## src/rtl/cr_prefix_pf_sched.sv

```systemverilog
// rtl/cr_prefix_pf_sched.sv - round-robin dispatch of frame prefix lookups to N_ENG engines
// Results are collected in dispatch order into the prefix-number FIFO.
module cr_prefix_pf_sched #(
  parameter int N_ENG = 4,
  parameter int PF_W  = 9,
  parameter int PTR_W = 3
) (
  input  logic                    clk,
  input  logic                    rst,
  input  logic [PTR_W:0]          cfg_eng_num,
  input  logic                    frm_valid,
  output logic                    frm_ready,
  output logic [N_ENG-1:0]        eng_start,
  input  logic [N_ENG-1:0]        eng_done,
  input  logic [N_ENG*PF_W-1:0]   eng_data,
  input  logic                    pf_full,
  input  logic                    pf_afull,
  output logic                    pf_wr,
  output logic [PF_W-1:0]         pf_wdata,
  output logic [PTR_W:0]          outstanding,
  output logic                    proto_err
);

  typedef enum logic [1:0] {
    S_IDLE = 2'd0,
    S_BUSY = 2'd1,
    S_DONE = 2'd2
  } slot_e;

  localparam logic [PTR_W:0]   N_ENG_W = (PTR_W+1)'(N_ENG);
  localparam logic [PTR_W:0]   ONE_W   = (PTR_W+1)'(1);
  localparam logic [PTR_W-1:0] ONE_P   = PTR_W'(1);

  slot_e             slot_q [N_ENG];
  slot_e             slot_d [N_ENG];
  logic [PF_W-1:0]   res_q  [N_ENG];
  logic [PF_W-1:0]   res_d  [N_ENG];
  logic [PTR_W-1:0]  dsp_ptr_q, dsp_ptr_d;
  logic [PTR_W-1:0]  col_ptr_q, col_ptr_d;
  logic [PTR_W:0]    active_num_q, active_num_d;
  logic [PTR_W:0]    out_q, out_d;
  logic              init_q, init_d;
  logic [N_ENG-1:0]  eng_start_q, eng_start_d;
  logic              pf_wr_q, pf_wr_d;
  logic [PF_W-1:0]   pf_wdata_q, pf_wdata_d;
  logic              proto_err_q, proto_err_d;

  logic [PTR_W:0]    cfg_num;
  logic [PTR_W:0]    act_num;
  logic [PTR_W:0]    act_m1;
  slot_e             dsp_slot;
  slot_e             col_slot;
  logic [PF_W-1:0]   col_res;
  logic              accept;
  logic              drain;

  always_comb begin
    cfg_num = (cfg_eng_num == '0 || cfg_eng_num > N_ENG_W) ? N_ENG_W : cfg_eng_num;
    // init_q stands in for "active_num loads the configured count at reset"
    act_num = init_q ? cfg_num : active_num_q;
    act_m1  = act_num - ONE_W;

    dsp_slot = S_IDLE;
    col_slot = S_IDLE;
    col_res  = '0;
    for (int i = 0; i < N_ENG; i++) begin
      if (dsp_ptr_q == PTR_W'(i)) dsp_slot = slot_q[i];
      if (col_ptr_q == PTR_W'(i)) begin
        col_slot = slot_q[i];
        col_res  = res_q[i];
      end
    end

    frm_ready = (dsp_slot == S_IDLE) && (out_q < act_num);
    accept    = frm_valid && frm_ready;
    drain     = (col_slot == S_DONE) && !pf_full && !(pf_afull && pf_wr_q);

    for (int i = 0; i < N_ENG; i++) begin
      slot_d[i] = slot_q[i];
      res_d[i]  = res_q[i];
    end
    eng_start_d  = '0;
    proto_err_d  = proto_err_q;
    pf_wr_d      = drain;
    pf_wdata_d   = drain ? col_res : '0;
    dsp_ptr_d    = dsp_ptr_q;
    col_ptr_d    = col_ptr_q;
    active_num_d = act_num;
    init_d       = 1'b0;
    out_d        = out_q;

    for (int i = 0; i < N_ENG; i++) begin
      if (eng_done[i]) begin
        if (slot_q[i] == S_BUSY) begin
          slot_d[i] = S_DONE;
          res_d[i]  = eng_data[i*PF_W +: PF_W];
        end else begin
          proto_err_d = 1'b1;
        end
      end
      if (accept && dsp_ptr_q == PTR_W'(i)) begin
        slot_d[i]      = S_BUSY;
        eng_start_d[i] = 1'b1;
      end
      if (drain && col_ptr_q == PTR_W'(i)) slot_d[i] = S_IDLE;
    end

    if (accept) dsp_ptr_d = ({1'b0, dsp_ptr_q} == act_m1) ? '0 : dsp_ptr_q + ONE_P;
    if (drain)  col_ptr_d = ({1'b0, col_ptr_q} == act_m1) ? '0 : col_ptr_q + ONE_P;

    case ({accept, drain})
      2'b10:   out_d = out_q + ONE_W;
      2'b01:   out_d = out_q - ONE_W;
      default: out_d = out_q;
    endcase

    // Engine count only changes with the pipe empty, so both pointers restart together
    if (out_q == '0 && !accept) begin
      active_num_d = cfg_num;
      dsp_ptr_d    = '0;
      col_ptr_d    = '0;
    end
  end

  always_ff @(posedge clk or posedge rst) begin
    if (rst) begin
      for (int i = 0; i < N_ENG; i++) begin
        slot_q[i] <= S_IDLE;
        res_q[i]  <= '0;
      end
      dsp_ptr_q    <= '0;
      col_ptr_q    <= '0;
      active_num_q <= N_ENG_W;
      out_q        <= '0;
      init_q       <= 1'b1;
      eng_start_q  <= '0;
      pf_wr_q      <= 1'b0;
      pf_wdata_q   <= '0;
      proto_err_q  <= 1'b0;
    end else begin
      for (int i = 0; i < N_ENG; i++) begin
        slot_q[i] <= slot_d[i];
        res_q[i]  <= res_d[i];
      end
      dsp_ptr_q    <= dsp_ptr_d;
      col_ptr_q    <= col_ptr_d;
      active_num_q <= active_num_d;
      out_q        <= out_d;
      init_q       <= init_d;
      eng_start_q  <= eng_start_d;
      pf_wr_q      <= pf_wr_d;
      pf_wdata_q   <= pf_wdata_d;
      proto_err_q  <= proto_err_d;
    end
  end

  assign eng_start   = eng_start_q;
  assign pf_wr       = pf_wr_q;
  assign pf_wdata    = pf_wdata_q;
  assign outstanding = out_q;
  assign proto_err   = proto_err_q;

endmodule

```

## config.mk

```make
export PLATFORM = sky130hd
export DESIGN_NAME = cr_prefix_pf_sched
export DESIGN_NICKNAME = d
export VERILOG_FILES = /design/src/rtl/cr_prefix_pf_sched.sv
export SDC_FILE = /design/constraint.sdc
export NUM_CORES = 1
export LEC_CHECK = 0
export ABC_AREA = 1
export CAP_MARGIN = 10
export CORE_MARGIN = 5
export CORE_UTILIZATION = 45
export CTS_BUF_LIST = sky130_fd_sc_hd__clkbuf_8 sky130_fd_sc_hd__clkbuf_16
export DETAILED_ROUTE_END_ITERATION = 7
export PLACE_DENSITY = 0.82
export SYNTH_ARGS = -nofsm -noshare
export SYNTH_HDL_FRONTEND = slang
export SYNTH_SLANG_ARGS = --single-unit
```

## constraint.sdc

```tcl
create_clock -name clk -period 4.9 [get_ports clk]
set_input_delay 1.225 -clock clk [delete_from_list [all_inputs] [get_ports clk]]
set_output_delay 1.225 -clock clk [all_outputs]
set_load 0.01 [all_outputs]
```

## Yosys cells after proc, flatten, opt, wreduce, memory -nomap -nowiden

Cells that the tools add are included.

- Reduce and logical (&&, ||, !) cells: 42
- Muxes and demuxes: 51
- $add $sub $neg: 5
- Order comparisons: 2
- Equality and inequality tests: 15

Operator list:

| operator | count |
|---|---|
| $mux W2 | 24 |
| $mux W9 | 5 |
| $reduce_bool A3 Y1 | 8 |
| $mux W3 | 6 |
| $reduce_and A2 Y1 | 8 |
| $logic_and A1 B1 Y1 | 14 |
| $eq A3 B2 Y1 const B | 4 |
| $mux W1 | 12 |
| $mux W4 | 3 |
| $eq A2 B1 Y1 const B | 5 |
| $eq A3 B4 Y1 | 2 |
| $logic_not A4 Y1 | 2 |
| $pmux W4 S2 | 1 |
| $sub A4 B1 Y4 const B | 2 |
| $add A3 B1 Y3 const B | 2 |
| $eq A3 B1 Y1 const B | 2 |
| $logic_not A3 Y1 | 2 |
| $reduce_bool A2 Y1 | 3 |
| $add A4 B1 Y4 const B | 1 |
| $eq A2 B2 Y1 const B | 2 |
| $gt A4 B3 Y1 const B | 1 |
| $lt A4 B4 Y1 | 1 |
| $logic_not A1 Y1 | 3 |
| $logic_not A2 Y1 | 1 |
| $logic_or A1 B1 Y1 | 1 |

- Logic and storage cells: 132
- Input port bits: 49
- Bits in registers: 74
- Output and inout port bits: 20

## Logic depth before layout (Yosys ltp)

Gate-level depths: netlist of run 1.

- Depth after elaboration: 11
- Gate-level depth with buffers: 19
- Gate-level depth less buffers: 19

## Worst setup path before layout of run 1

No wires, ideal clock.

- Path type: input -> output
- From: input cfg_eng_num[0]
- To: output frm_ready
- Data arrival time: 2015 ps
- Stages on the path: 10
- Path buffers: 0
- Data required time: 3675 ps
- Path slack: 1660 ps
- Path through: nor2_1 > nand2_1 > nand4_1 > nand2_1 > nand2_2 > nand2_1 > nand3_1 > nand3_2 > nand2_1 > inv_1

- Cells in the longest elaborated chain, start to end: 6
- Elaborated cells between the ends (all ways): 7
- Those cells by class: order compare (2); mux (2); reduce/logical (3)

Ends and longest elaborated chain:

| element | line | source |
|---|---|---|
| start, declared | 10 | `input logic [PTR_W:0] cfg_eng_num,` |
| $gt A4 B3 Y1 / $logic_not A4 Y1 (equally long branches) | 58 | `cfg_num = (cfg_eng_num == '0 \|\| cfg_eng_num > N_ENG_W) ? N_ENG_W : cfg_eng_num;` |
| $logic_or A1 B1 Y1 | 58 |  |
| $mux W4 * | 58 |  |
| $mux W4 * | 60 | `act_num = init_q ? cfg_num : active_num_q;` |
| $lt A4 B4 Y1 * | 74 | `frm_ready = (dsp_slot == S_IDLE) && (out_q < act_num);` |
| $logic_and A1 B1 Y1 * | 74 |  |
| end, declared | 12 | `output logic frm_ready,` |

Mark *: on every way between the ends. The rest lies on a longest branch, timed or not.

## Worst setup path after layout of run 1

- From: input cfg_eng_num[1]
- To: output frm_ready

The elaborated chain is that of the path after synthesis.

==> flow_summary_export.csv, run 1 <==
group,metric,value,unit
status,status,"finished clean",
pwr,p_sw,0.001045,W
cts,root_buffer,"clkbuf_8",
timing,setup_slack,0.5477,ns
final_layout,antenna_cells,0,
critical_path,required,3.67,ns
placement,port_buffers,68,
global_route,track_usage,0.1807,
synth,synth_edf_count,0,
final_layout,area_delta_synth_final,27.04,%
final_layout,seqCellArea,1854,um2
worst_hold_path,min_path_type,"reg -> reg",
pwr,p_leak,2.333,nW
placement,post-dp-hpwl,6570,um
synth,syn-num-nets,478,
synth,seq_area_frac_synth,0.4965,
timing,rsz0062_at_grt,"false",
global_route,antenna_found_initial,0,
critical_path,worstPathCellList,"clkdlybuf4s50_1 -> nor2_1 -> nand2_1 -> nand4_1 -> nand2_1 -> nand2_2 -> nand2_1 -> nand3_1 -> nand3_2 -> nand2_1 -> inv_1 -> clkdlybuf4s50_1",
floorplanning,die_x,101.1,um
timing,setup_tns,0,ns
detailed_routing,drtAntennaViolNets,0,
cts,insertion_delay,0.35,ns
timing,finalCritPeriodShare,0.8882,
timing,finalCriticalPeriod,4.352,ns
pwr,comb_power_share,0.424,
floorplanning,die_h,101.1,um
floorplanning,ioPinCount,69,
critical_path,cpPeakStageDelay,0.53,ns
placement,dp_cells,581,
floorplanning,coreArea,8134,um2
critical_path,critPathLaunchType,"input port",
critical_path,cp_data_arrival_time,3.13,ns
critical_path,cp_max_fo,4,
cts,clk_path_buf_depth,2,
detailed_routing,drcViolationCount,0,
final_layout,multiInputGateArea,1624,um2
pwr,p_clk_frac,0.195,
cts,cts_hold_buf,0,
placement,gp_congestion,0.9414,
timing,slew_headroom,0.5647,
final_layout,fin_nets,551,
cts,cts_resized,0,
floorplanning,start_util,0.4592,
synth,yosysMostFrequentCell,"nand2_1",
final_layout,drive_above_1_share,0.1301,
detailed_routing,vias,3070,
synth,ys_types,41,
pwr,p_int,0.001642,W
synth,ys_warn_count,0,
pwr,power.share.sequential,0.380,
global_route,grt_max_degree,44,
global_route,grt_pass1_wl,14640,um
synth,synth-seq-cells,74,
global_route,overflow,0,
cts,htreeDepth,3,
timing,fin_worst_skew,0.008547,ns
cts,cts.sinks,74,
detailed_routing,drt-total-wl,8663,um
timing,slew_violations,0,
placement,place_ws,0.5428,ns
pwr,power.density,566.5,nW/um2
pwr,power_switching_share,0.3889,
final_layout,stdcell_count,597,
floorplanning,die_area,10220,um2
detailed_routing,routedWlPerCell,14.51,um
synth,synth_area_leader_cell,"dfrtp_1",
synth,synthCells,414,
synth,synth-main-ff-cell,"dfrtp_1",
global_route,grt_pass1_vias,3149,
synth,synth_top_area_frac,0.4824,
critical_path,cp_slowest_cell,"clkdlybuf4s50_1",
timing,hold_viol,0,
synth,yosys-top-cells-count,"nand2_1, dfrtp_1, inv_1",
job,cap_violations,0,
timing,timing.fmax,229.8,MHz
pwr,irDropWorstVdd,0.2404,mV
cts,cts_setup_buffers,0,
critical_path,crit_path_end_kind,"output port",
synth,syn-cell-area,3735,um2
detailed_routing,dr.pass1.iters,5,
timing,setup_viol,0,
timing,worstMarginPinSlew,0.6520,ns
cts,cts_inserted_buffers,9,
critical_path,path_class,"in -> out",
final_layout,fillCellCount,711,
cts,path_clk_slew,0.08,ns
synth,avgSynthCellArea,9.021,um2
detailed_routing,drtIter0Drc,150,
critical_path,cpMostUsedCell,"nand2_1",
detailed_routing,via_per_inst,5.142,
synth,ys_top_cells_by_area,"dfrtp_1, nand2_1, mux2_2",
floorplanning,num_rows,33,
cts,cts_tree,"done",
synth,ys_async_sr_fraction,1.000,
-- cells by family after synthesis --
family,synth area share
compound gates,0.1022
xor+xnor,0.01173
fa+ha+maj,0.05226
buf+inv,0.06868
flops,0.4965
mux,0.06332
other cells,0.001004
simple gates,0.2044
-- state kept, by name, summed over array words and instances (netlist names), 3 cells and up --
register      flops
eng_start         4
pf_wdata          9
col_ptr_q         3
slot_q            8
res_q            36
dsp_ptr_q         3
active_num_q      4
outstanding       4
-- metrics by stage --
stage,area (um2),power (W),hold slack (ns),util
detailed placement,4519,0.002155,0.4703,0.5556
floorplan,3735,0.001781,0.4492,-
finish,4745,0.002688,0.4931,0.5833
global placement,4519,0.002096,0.4650,0.5556
global route,4745,0.002909,0.5277,0.5833
CTS,4745,0.002696,0.4911,0.5833
-- cell usage in the layout, fill, tap and decap left out, drive strengths merged --
cell and count:
fa 1, nand3b 4, bufinv 2, buf 1
nand2 107, or2 2, dfstp 2, inv 58
a221oi 3, a211oi 2, a22oi 3, nand4 5
xnor2 3, xor2 2, o221ai 3, nand3 21
conb 1, o21bai 1, o21ai 27, o211ai 2
ha 14, mux2 21, o22ai 3, dfrtp 72
clkinvlp 2, clkbuf 9, o31ai 3, clkdlybuf4s50 68
nor3 2, nor4 2, nor2 26, a21oi 17
clkinv 3
-- worst max-delay path, delay by kind of cell --
kind,cells,cell delay (ns)
buffers and inverters,3,1.10
and+or+nand+nor,9,0.78
-- routing by layer --
metal / routed length [um] / global-route usage
met3: 568 / 0.04983
met1: 3816 / 0.2420
met2: 4203 / 0.2958
met5: 0 / 0
met4: 74 / 0.03783
-- power groups by stage --
stage / clock network, W / logic, W / registers [W]
2_1_floorplan: 0 / 0.000778 / 0.00100
3_3_place_gp: 0 / 0.00108 / 0.00101
3_5_place_dp: 0 / 0.00113 / 0.00103
4_1_cts: 0.000535 / 0.00114 / 0.00102
5_1_grt: 0.000563 / 0.00129 / 0.00105
6_report: 0.000525 / 0.00114 / 0.00102
-- area by class of cell --
type / instances / share of cell area
clock buffers: 9 / 0.02611
multi-input cells: 275 / 0.3423
clock inverters: 7 / 0.02136
well taps: 105 / 0.02769
inverters: 58 / 0.04668
repair buffers: 69 / 0.1450
flip-flops and latches: 74 / 0.3908
-- final timing paths --
kind	from	to	slack, ns	cells after the start
max in group asynchronous	rst	slot_q[6]$_DFFE_PP0P_	2.63	3
hold / removal	res_q[2]$_DFFE_PP0P_	res_q[2]$_DFFE_PP0P_	0.49	2
setup reg to reg	col_ptr_q[0]$_DFFE_PP0P_	outstanding[3]$_DFFE_PP0P_	1.51	17
hold reg to reg	res_q[2]$_DFFE_PP0P_	res_q[2]$_DFFE_PP0P_	0.49	2
setup / recovery	cfg_eng_num[1]	frm_ready	0.55	12
min in group asynchronous	rst	dsp_ptr_q[2]$_DFFE_PP0P_	1.30	2
(Power assumes the default switching activity.)
==> run 2: changes to the inputs <==
--- a/config.mk
+++ b/config.mk
@@ -5,9 +5,9 @@
 export SDC_FILE = /design/constraint.sdc
 export NUM_CORES = 1
 export LEC_CHECK = 0
-export ABC_AREA = 1
 export CAP_MARGIN = 10
-export CORE_MARGIN = 5
+export CORE_ASPECT_RATIO = 0.75
+export CORE_MARGIN = 2
 export CORE_UTILIZATION = 45
 export CTS_BUF_LIST = sky130_fd_sc_hd__clkbuf_8 sky130_fd_sc_hd__clkbuf_16
 export DETAILED_ROUTE_END_ITERATION = 7
==> run 2 against run 1 <==
Net effect:
- via count decreased by 4.3%
- register-to-register slack improved by 0.04 ns
- cell count decreased by 10%
- setup slack got worse by 0.32 ns
- die area decreased by 9.7%
- critical path type unchanged
- sequential cell count unchanged
- clock skew decreased by 0.0034 ns
- count of clock-buffer cells in the layout unchanged
- clock power increased by 28%
==> flow_summary_export.csv, run 2 <==
group,metric,value,unit
status,status,"finished clean",
synth,ys_types,59,
final_layout,largest-register,"res_q",
synth,avgSynthCellArea,10.77,um2
global_route,grt_pass1_vias,2874,
synth,synthCells,354,
synth,syn-num-nets,418,
placement,dp_cells,520,
final_layout,fin_nets,487,
detailed_routing,vias,2937,
final_layout,layout_common_cells,"dfrtp_1, clkdlybuf4s50_1, mux2_2",
floorplanning,die_x,110.3,um
detailed_routing,via_per_inst,5.479,
detailed_routing,drt-total-wl,8869,um
cts,cts_setup_buffers,0,
timing,slew_headroom,0.3092,
timing,rsz0062_at_grt,"false",
floorplanning,die_h,83.70,um
synth,syn-cell-area,3811,um2
global_route,track_usage,0.2046,
placement,gp_congestion,0.9288,
critical_path,path_class,"in -> out",
timing,finalCriticalPeriod,4.675,ns
global_route,antenna_found_initial,0,
floorplanning,start_util,0.4567,
timing,fin_worst_skew,0.005112,ns
synth,ys_async_sr_fraction,1.000,
detailed_routing,dr.pass1.iters,5,
critical_path,cp_data_arrival_time,3.45,ns
timing,setup_viol,0,
cts,cts_hold_buf,0,
final_layout,post-route-util,0.5870,
final_layout,antenna_cells,0,
cts,cts_resized,0,
cts,root_buffer,"clkbuf_16",
timing,whs,0.4918,ns
cts,clk_path_buf_depth,2,
placement,port_buffers,68,
synth,ys_warn_count,0,
final_layout,largest_reg_flops,36,
synth,synth_area_leader_cell,"dfrtp_1",
synth,ys_top_cells_by_area,"dfrtp_1, mux2_2, ha_1",
worst_hold_path,min_path_type,"reg -> reg",
floorplanning,ioPinCount,69,
critical_path,critPathLaunchType,"input port",
cts,htreeDepth,3,
critical_path,cpPeakStageDelay,0.55,ns
synth,yosys-top-cells-count,"dfrtp_1, mux2_2, nand2_1",
pwr,p_leak,2.165,nW
critical_path,required,3.67,ns
synth,synth-seq-cells,74,
cts,path_clk_slew,0.06,ns
job,cap_violations,0,
critical_path,cp_slowest_cell,"clkdlybuf4s50_1",
timing,hold_viol,0,
final_layout,area_delta_synth_final,28.53,%
final_layout,stdcell_count,536,
critical_path,worstPathCellList,"clkdlybuf4s50_1 -> or2_4 -> a31o_1 -> a311oi_2 -> or2b_1 -> nor2b_1 -> clkdlybuf4s50_1",
floorplanning,num_rows,29,
synth,synth-main-ff-cell,"dfrtp_1",
synth,synth_edf_count,0,
pwr,irDropWorstVdd,0.2898,mV
timing,worstMarginPinSlew,1.035,ns
timing,finalCritPeriodShare,0.9542,
critical_path,cpMostUsedCell,"clkdlybuf4s50_1",
synth,yosysMostFrequentCell,"dfrtp_1",
timing,setup_tns,0,ns
detailed_routing,drcViolationCount,0,
synth,seq_area_frac_synth,0.4865,
critical_path,cp_max_fo,4,
floorplanning,coreArea,8346,um2
global_route,grt_max_degree,52,
pwr,power.density,596.1,nW/um2
detailed_routing,drtIter0Drc,141,
timing,slew_violations,0,
placement,post-dp-hpwl,6580,um
synth,synth_top_area_frac,0.4728,
critical_path,crit_path_end_kind,"output port",
final_layout,drive_above_1_share,0.1682,
cts,cts_tree,"done",
cts,cts_inserted_buffers,9,
detailed_routing,drtAntennaViolNets,0,
global_route,overflow,0,
cts,insertion_delay,0.33,ns
detailed_routing,routedWlPerCell,16.55,um
cts,cts.sinks,74,
timing,timing.fmax,213.9,MHz
global_route,grt_pass1_wl,14390,um
floorplanning,die_area,9229,um2
final_layout,final_common_cell,"dfrtp_1",
==> run 2: kinds of logic (layout without fill, tap and decap cells) <==
| logic type | count (synthesis) | after routing | share of synthesized area |
|---|---|---|---|
| simple gates | 105 | 105 | 0.1435 |
| compound gates | 75 | 75 | 0.1349 |
| flops | 74 | 74 | 0.4865 |
| mux | 39 | 39 | 0.1142 |
| buf+inv | 36 | 110 | 0.04071 |
| fa+ha+maj | 15 | 15 | 0.05122 |
| xor+xnor | 9 | 9 | 0.02790 |
| other cells | 1 | 1 | 0.0009840 |
==> run 2: critical path, delay by kind of cell <==
family / cells / cell delay (ns)
buf+inv: 2 / 1.02
compound gates: 2 / 0.55
simple gates: 3 / 0.65
==> run 2: layout make-up <==
cell class,count,area (um2)
flip-flops and latches,74,1854
inverters,21,78.83
repair buffers,73,718.2
fillers,705,3447
multi-input cells,244,1802
well taps,108,135.1
clock buffers,9,225.2
clock inverters,7,85.08
==> run 2: final timing paths <==
check / start / endpoint / slack, ns / depth (start not counted)
min reg2reg: res_q[5]$_DFFE_PP0P_ / pf_wdata[5]$_DFF_PP0_ / 0.49 / 1
max reg2reg: col_ptr_q[1]$_DFFE_PP0P_ / outstanding[3]$_DFFE_PP0P_ / 1.55 / 14
min: res_q[5]$_DFFE_PP0P_ / pf_wdata[5]$_DFF_PP0_ / 0.49 / 1
min in group asynchronous: rst / res_q[19]$_DFFE_PP0P_ / 1.47 / 2
max: cfg_eng_num[0] / frm_ready / 0.22 / 7
max in group asynchronous: rst / pf_wdata[0]$_DFF_PP0_ / 2.54 / 3
==> run 2: routing by layer <==
metal  global-route usage  share of wire
met5                    0              0
met2               0.2984           0.44
met3              0.05855          0.083
met4              0.05682          0.015
met1               0.2984           0.46
==> run 2: metrics by stage <==
step / worst slack, ns / power, W / area (um2)
2_1_floorplan: 0.9874 / 0.001850 / 3811
3_5_place_dp: 0.2354 / 0.002233 / 4588
3_3_place_gp: 0.3111 / 0.002174 / 4588
5_1_grt: 0.1419 / 0.003122 / 4898
6_report: 0.2245 / 0.002920 / 4898
4_1_cts: 0.2326 / 0.002921 / 4898
==> run 2: report_power, final <==
| group | switching (W) | internal (W) |
|---|---|---|
| clock | 0.000269 | 0.000404 |
| combinational | 0.000596 | 0.000590 |
| sequential | 0.000201 | 0.000860 |
| total | 0.00107 | 0.00185 |
